<file path="src/rtl/mae_evaluator.sv">
`default_nettype none
//============================================================================
// Module      : mae_evaluator
// Description : Exhaustive error evaluator for a combinational approximate
//               adder. Sweeps every operand pair, drives it to the adder
//               under test and accumulates the sum of absolute errors, the
//               worst-case absolute error and the count of erroneous pairs.
// Revision    : 1.0 - initial release
//============================================================================
module mae_evaluator #(
    parameter int WIDTH = 8
) (
    input  logic                 clk,
    input  logic                 rst_n,
    input  logic                 start,
    input  logic                 abort,
    output logic [WIDTH-1:0]     IN1,
    output logic [WIDTH-1:0]     IN2,
    input  logic [WIDTH:0]       approx_sum,
    output logic                 busy,
    output logic                 done,
    output logic [3*WIDTH:0]     err_sum,
    output logic [WIDTH:0]       max_err,
    output logic [2*WIDTH:0]     err_cnt
);

    typedef enum logic [1:0] {
        S_IDLE  = 2'd0,
        S_SWEEP = 2'd1,
        S_DONE  = 2'd2
    } state_t;

    state_t                state_q, state_d;
    logic [2*WIDTH-1:0]    pair_q, pair_d;
    logic [3*WIDTH:0]      err_sum_q, err_sum_d;
    logic [WIDTH:0]        max_err_q, max_err_d;
    logic [2*WIDTH:0]      err_cnt_q, err_cnt_d;

    logic [WIDTH:0]        w_exact;
    logic signed [WIDTH+1:0] w_diff;
    logic [WIDTH:0]        w_abs_err;
    logic                  w_last_pair;

    // Absolute error of the pair currently presented; the signed intermediate
    // is one bit wider than the sums so the difference never wraps.
    always_comb begin
        w_exact     = {1'b0, pair_q[2*WIDTH-1:WIDTH]} + {1'b0, pair_q[WIDTH-1:0]};
        w_diff      = $signed({1'b0, w_exact}) - $signed({1'b0, approx_sum});
        w_abs_err   = w_diff[WIDTH+1] ? (~w_diff[WIDTH:0] + 1'b1) : w_diff[WIDTH:0];
        w_last_pair = &pair_q;
    end

    // Next-state and accumulator update; registers hold unless changed below.
    always_comb begin
        state_d   = state_q;
        pair_d    = pair_q;
        err_sum_d = err_sum_q;
        max_err_d = max_err_q;
        err_cnt_d = err_cnt_q;
        case (state_q)
            S_IDLE, S_DONE: begin
                if (start) begin
                    state_d   = S_SWEEP;
                    pair_d    = '0;
                    err_sum_d = '0;
                    max_err_d = '0;
                    err_cnt_d = '0;
                end
            end
            S_SWEEP: begin
                if (abort) begin
                    // Leave without folding in the pair on the bus this cycle.
                    state_d = S_IDLE;
                end else begin
                    err_sum_d = err_sum_q + {{(2*WIDTH){1'b0}}, w_abs_err};
                    if (w_abs_err > max_err_q) begin
                        max_err_d = w_abs_err;
                    end
                    err_cnt_d = err_cnt_q + {{(2*WIDTH){1'b0}}, (w_abs_err != '0)};
                    if (w_last_pair) begin
                        // Keep the final operands on the bus while results are shown.
                        state_d = S_DONE;
                    end else begin
                        pair_d = pair_q + 1'b1;
                    end
                end
            end
            default: begin
                state_d = S_IDLE;
            end
        endcase
    end

    // State and result registers with asynchronous clear.
    always_ff @(posedge clk or negedge rst_n) begin
        if (!rst_n) begin
            state_q   <= S_IDLE;
            pair_q    <= '0;
            err_sum_q <= '0;
            max_err_q <= '0;
            err_cnt_q <= '0;
        end else begin
            state_q   <= state_d;
            pair_q    <= pair_d;
            err_sum_q <= err_sum_d;
            max_err_q <= max_err_d;
            err_cnt_q <= err_cnt_d;
        end
    end

    assign IN1     = pair_q[2*WIDTH-1:WIDTH];
    assign IN2     = pair_q[WIDTH-1:0];
    assign busy    = (state_q == S_SWEEP);
    assign done    = (state_q == S_DONE);
    assign err_sum = err_sum_q;
    assign max_err = max_err_q;
    assign err_cnt = err_cnt_q;

endmodule
`default_nettype wire

</file>
<file path="config.mk">
export PLATFORM = sky130hd
export DESIGN_NAME = mae_evaluator
export DESIGN_NICKNAME = d
export VERILOG_FILES = /design/src/rtl/mae_evaluator.sv
export SDC_FILE = /design/constraint.sdc
export NUM_CORES = 1
export LEC_CHECK = 0
export ABC_CLOCK_PERIOD_IN_PS = 10600
export CAP_MARGIN = 10
export CORE_ASPECT_RATIO = 2
export CORE_MARGIN = 3
export CORE_UTILIZATION = 35
export CTS_CLUSTER_DIAMETER = 100
export DETAILED_ROUTE_END_ITERATION = 16
export GPL_TIMING_DRIVEN = 0
export PLACE_DENSITY = 0.59
export SETUP_SLACK_MARGIN = 0.02
export SYNTH_ARGS = -nofsm -noshare
export SYNTH_HDL_FRONTEND = slang
export SYNTH_SLANG_ARGS = --single-unit
</file>
<file path="constraint.sdc">
create_clock -name clk -period 10.6 [get_ports clk]
set_clock_uncertainty 0.1 [all_clocks]
set_input_delay 1.59 -clock clk [delete_from_list [all_inputs] [get_ports clk]]
set_output_delay 1.59 -clock clk [all_outputs]
set_load 0.01 [all_outputs]
</file>
==> reports/metrics.cfg, run 1 <==
[clocking]
cts_resized=0
clkSlewWorstSetupHoldPaths_ns=0.06
cts_made_buffers=9
cts_hold_buffers=0
cts_tree=built
postCtsSetupBuffers=0
clock_latency_ns=0.34
root_buffer=clkbuf_16
clockBufferDepth=2
htreeDepth=3
numClockSinks=69

[layout]
final_common_cell=clkdlybuf4s50_1
fillers=1332
multi_input_area_um2=2840
diodes=0
nets=696
regArea_um2=1730
layout_common_cells=clkdlybuf4s50_1 (80), dfrtp_1 (69), nor2_1 (63)
areaGrowthSynthToFinish_pct=27.3
drive_gt1_share_pct=6.50

[timing]
slew_violations=0
min_period_ns=6.59
min_period_over_period_pct=62.2
setup_viol=0
worst_pin_slew_ns=0.786
rsz0062_at_grt=false
fin_tns_setup_ns=0
setup_slack_ns=4.01
relSlewSlack_pct=47.4
max_freq_mhz=152
hold_viol=0

[synth]
synth.area.top_cells=dfrtp_1 (36%), ha_1 (8.3%), xnor2_1 (5.1%), nor2_1 (4.9%), inv_1 (4.3%)
synth_cells=549
synth_nets=603
ys_ff_latch=69
syn_area_per_cell_um2=8.82
synth_edf_count=0
synthArstFlopShare_pct=100
ys_warn_count=0
synth_area_um2=4840
yosys.area.top_type=dfrtp_1
seq_area_frac_synth_pct=35.7
netlist.area_leader.share_pct=35.7
synth_ff_type=dfrtp_1
synth.distinct_cells=59

[floorplan]
die_width_um=89.2
die_h_um=172
start_util_pct=35.8
coreArea_um2=13500
row_count=60
dieArea_um2=15400
pin_count=82

[pwr]
p_per_area_nw_per_um2=194
p_seq_share_pct=28.2
p_comb_share_pct=46.5
p_clk_share_pct=25.3
p_sw_share_pct=38.4
peakVddDrop_v=0.0000993
p_leak_nw=2.72
switchingPower_w=0.000460
intPower_w=0.000737

[route]
drt_iter0_drc=190
via_count=4292
ant_nets=0
routedWlPerCell_um=16.5
firstDrtPassIters=4
routed_via_density=5.36
drcViolationCount=0
wirelength_um=13200

[global_route]
grt_first_pass_wirelength_um=21600
use_met2_pct=33.7
antenna_found_initial=0
grtUsageMet1_pct=18.9
grt_max_degree=58
grt_pass1_vias=4472
grt_util_met3_pct=2.86
overflow=0
grt-busiest-layer=met2
grt_use_total_pct=18.2

[placement]
routabilityCongestion=0.919
port_buffers=81
dp_slack_ns=3.68
dp_hpwl_um=10600

[hold_path]
hp-class=flip-flop to flip-flop

[setup_path]
setup.worst_path.start_class=input pin
required_ns=10.76
critPathArrivalTime_ns=6.75
cp-end-kind=flip-flop
crit_type=input pin to flip-flop
cp_max_fo=8

[outcome]
status=completed

[run]
cap_violations=0

flip-flops by register name, indices dropped and copies added (netlist names):
name / flops
max_err: 9
state_q: 2
err_sum: 25
pair_q: 16
err_cnt: 17
critical path: stages:
cell and delay [ns]:
clkdlybuf4s50_1 0.45, fa_1 0.50, inv_1 0.04, ha_1 0.33, a2111oi_0 0.47, o21ai_0 0.27, a41o_1 0.39, nor2_1 0.19
xnor2_1 0.15, ha_1 0.36, nor2b_1 0.20, o21ai_1 0.11, a21boi_0 0.35, o221a_2 0.29, o21ai_2 0.13, a2111oi_0 0.67
mux2i_1 0.25
Yosys cell counts, types with 4 or more instances:
| cell | n |
|---|---|
| dfrtp_1 | 69 |
| nor2_1 | 63 |
| inv_1 | 55 |
| nand2_1 | 52 |
| ha_1 | 32 |
| xnor2_1 | 28 |
| nand3_1 | 26 |
| o21ai_0 | 23 |
| xor2_1 | 21 |
| a21oi_1 | 20 |
| nand4_1 | 16 |
| mux2i_1 | 12 |
| nand2b_1 | 12 |
| fa_1 | 9 |
| nor2b_1 | 8 |
| nor3_1 | 8 |
| and3_1 | 7 |
| clkbuf_1 | 7 |
| nor3b_1 | 5 |
| a211oi_1 | 4 |
| a31o_2 | 4 |
| and2_1 | 4 |
| mux2_2 | 4 |
| o31ai_1 | 4 |
path summary, 6_finish.rpt:
path                       cells after the start                 endpoint                   start  slack (ns)
setup / recovery                              17  err_sum[12]$_DFFE_PN0P_           approx_sum[6]        4.01
hold / removal                                 2   err_sum[0]$_DFFE_PN0P_  err_sum[0]$_DFFE_PN0P_        0.42
setup reg to reg                              17  err_sum[12]$_DFFE_PN0P_  pair_q[14]$_DFFE_PN0P_        5.15
hold reg to reg                                2   err_sum[0]$_DFFE_PN0P_  err_sum[0]$_DFFE_PN0P_        0.42
max in group asynchronous                      2   state_q[1]$_DFFE_PN0P_                   rst_n        8.83
min in group asynchronous                      1   pair_q[13]$_DFFE_PN0P_                   rst_n        1.00
power groups by stage:
stage	sequential [W]	clock (W)	combinational, W
floorplan	0.000350	0	0.000355
global placement	0.000342	0	0.000544
detailed placement	0.000343	0	0.000559
CTS	0.000338	0.000308	0.000563
global route	0.000343	0.000320	0.000630
finish	0.000338	0.000302	0.000557
cell families (layout without fill, tap and decap cells):
kind of cell,count (synthesis),in the layout,synth area share [%]
compound gates,91,91,13.2
buf+inv,71,168,5.64
simple gates,212,212,21.2
fa+ha+maj,41,41,12.0
xor+xnor,49,49,8.87
mux,16,16,3.41
flops,69,69,35.7
metrics by stage:
step	area (µm²)	instances	total power (W)	util [%]	hold slack, ns
floorplan	4840	549	0.000705	-	0.435
global placement	5840	785	0.000886	43.3	0.403
detailed placement	5870	786	0.000902	43.4	0.412
CTS	6160	801	0.00121	45.6	0.429
global route	6160	801	0.00129	45.6	0.444
finish	6160	801	0.00120	45.6	0.425
layout make-up:
cell class              count  area share (%)
repair buffers             82            13.6
plain buffers              15            1.02
flip-flops and latches     69            28.0
well taps                 155            3.15
clock buffers              11            3.94
clock inverters             4           0.792
inverters                  56            3.41
multi-input cells         409            46.1
per-layer routing:
| layer | share of wire (%) | wire, µm | vias to the layer above |
|---|---|---|---|
| li1 | - | - | 2063 |
| met1 | 35 | 4650 | 2086 |
| met2 | 56 | 7470 | 103 |
| met3 | 3.8 | 505 | 40 |
| met4 | 4.7 | 624 | 0 |
| met5 | 0 | 0 | - |
Power figures use the tool's default switching activity.
==> inputs of run 2 (changes only) <==
- ABC_CLOCK_PERIOD_IN_PS: 10600 -> 5520
- PLACE_DENSITY: 0.59 -> 0.61
- clock period: 10.6 -> 5.52 ns (I/O delays scaled with it)
==> reports/metrics.cfg, run 2 (synthesized netlist as in run 1, its figures left out) <==
[layout]
stdcell_count=805
nets=699
largest_register_ffs=25
regArea_um2=1730
layout_common_cells=clkdlybuf4s50_1 (80), dfrtp_1 (69), nor2_1 (63)
areaGrowthSynthToFinish_pct=30.6
multi_input_area_um2=2920
final_common_cell=clkdlybuf4s50_1
fillers=1289
drive_gt1_share_pct=8.62
design_area_um2=6320
diodes=0

[clocking]
root_buffer=clkbuf_16
htreeDepth=3
numClockSinks=69
cts_made_buffers=9
cts_hold_buffers=0
clockBufferDepth=2
cts_tree=built
clkSlewWorstSetupHoldPaths_ns=0.06
clock_latency_ns=0.34

[pwr]
p_sw_share_pct=38.1
p_seq_share_pct=26.4
switchingPower_w=0.000938
p_clk_share_pct=27.6
p_leak_nw=2.78
intPower_w=0.00152
p_comb_share_pct=46.0
peakVddDrop_v=0.000226
p_per_area_nw_per_um2=389
finalPower_w=0.00246

[global_route]
grt_max_degree=58
grt_use_total_pct=18.6
grt_pass1_vias=4655
antenna_found_initial=0
grt_first_pass_wirelength_um=22200
overflow=0

[floorplan]
dieArea_um2=15400
die_width_um=89.2
row_count=60
pin_count=82
die_h_um=172
start_util_pct=35.8
coreArea_um2=13500

[setup_path]
cp_max_fo=8
required_ns=5.62
crit_family=compound AO/OA/AOI/OAI gates
crit_start=approx_sum[1]
rr_startpoint=pair_q[9]$_DFFE_PN0P_
path_cells=clkdlybuf4s50_1 > fa_1 > inv_1 > ha_1 > a211oi_4 > nor2_2 > or4b_4 > and3_4 > a21o_2 > xnor2_1 > inv_1 > ha_1 > or3_1 > o221a_2 > o21ai_4 > a21boi_0 > mux2i_1
critPathArrivalTime_ns=5.41
setup.worst_path.start_class=input pin
crit_type=input pin to flip-flop
cp-end-kind=flip-flop
max_stage_delay_ns=0.56
cp_slowest_cell=fa_1
critPathBufInv=3

[timing]
worst_pin_slew_ns=0.752
rsz0062_at_grt=true
setup_viol=0
min_period_ns=5.30
hold_viol=0
relSlewSlack_pct=49.8
hold_slack_ns=0.241
slew_violations=0
setup_slack_ns=0.217
max_freq_mhz=189
min_period_over_period_pct=96.1

[hold_path]
hp-class=input pin to async pin

[placement]
dp_hpwl_um=10700
port_buffers=81
routabilityCongestion=0.942
place_inst=786
placed_area_um2=5870
dp_slack_ns=-0.533

[route]
via_count=4319
drcViolationCount=0
drt_iter0_drc=194
wirelength_um=13500
routed_via_density=5.37
routedWlPerCell_um=16.8
firstDrtPassIters=5
ant_nets=0

[run]
cap_violations=0

[outcome]
status=completed

-- run 2: power by group through the flow --
stage	logic [W]	clock network [W]	registers, W
after global routing	0.00127	0.000713	0.000660
after detailed placement	0.00107	0	0.000659
after floorplan	0.000682	0	0.000673
final	0.00113	0.000678	0.000650
after global placement	0.00104	0	0.000657
after CTS	0.00110	0.000695	0.000650
-- run 2: routing by layer --
layer / vias up / part of all wire (%) / track usage, %
met5: - / 0 / 0
met4: 0 / 4.3 / 9.72
met3: 39 / 2.7 / 2.67
met2: 108 / 57 / 34.9
met1: 2100 / 36 / 19.0
li1: 2072 / - / -
-- run 2: repair_timing --
action | CTS | global route
pin swaps | 0 | 1
gates resized for setup | 7 | 12
setup endpoints to repair | 8 | 15
setup buffers | 0 | 3
-- run 2: area by class of cell --
class,count,area share [%]
Inverter,56,3.32
Tap cell,155,3.07
Clock inverter,7,1.92
Multi-Input combinational cell,409,46.2
Buffer,15,0.990
Timing Repair Buffer,85,13.6
Sequential cell,69,27.3
Clock buffer,9,3.56
-- run 2: per-stage QoR --
stage	util (%)	setup TNS (ns)
final	46.8	0
after global routing	46.8	-0.00620
after CTS	46.1	0
after detailed placement	43.4	-7.49
after global placement	43.3	-4.53
after floorplan	-	0
-- run 2: worst paths after layout --
path / to / cells past startpoint / slack [ns]
setup / recovery: err_sum[16]$_DFFE_PN0P_ / 17 / 0.22
hold / removal: err_cnt[8]$_DFFE_PN0P_ / 1 / 0.24
setup reg to reg: err_sum[16]$_DFFE_PN0P_ / 17 / 0.46
hold reg to reg: err_sum[0]$_DFFE_PN0P_ / 2 / 0.43
max in group asynchronous: err_sum[16]$_DFFE_PN0P_ / 2 / 4.52
min in group clk: err_sum[0]$_DFFE_PN0P_ / 2 / 0.43
-- run 2: worst reg2reg max path: cells and delay by family (launching register included) --
kind / cells / cell delay [ns]
muxes: 1 / 0.16
adders and majority gates: 3 / 1.20
buffers and inverters: 3 / 0.31
xor gates and xnor gates: 1 / 0.27
and+or+nand+nor: 4 / 1.16
DFF: 1 / 0.49
AOI/OAI and AO/OA: 5 / 1.24
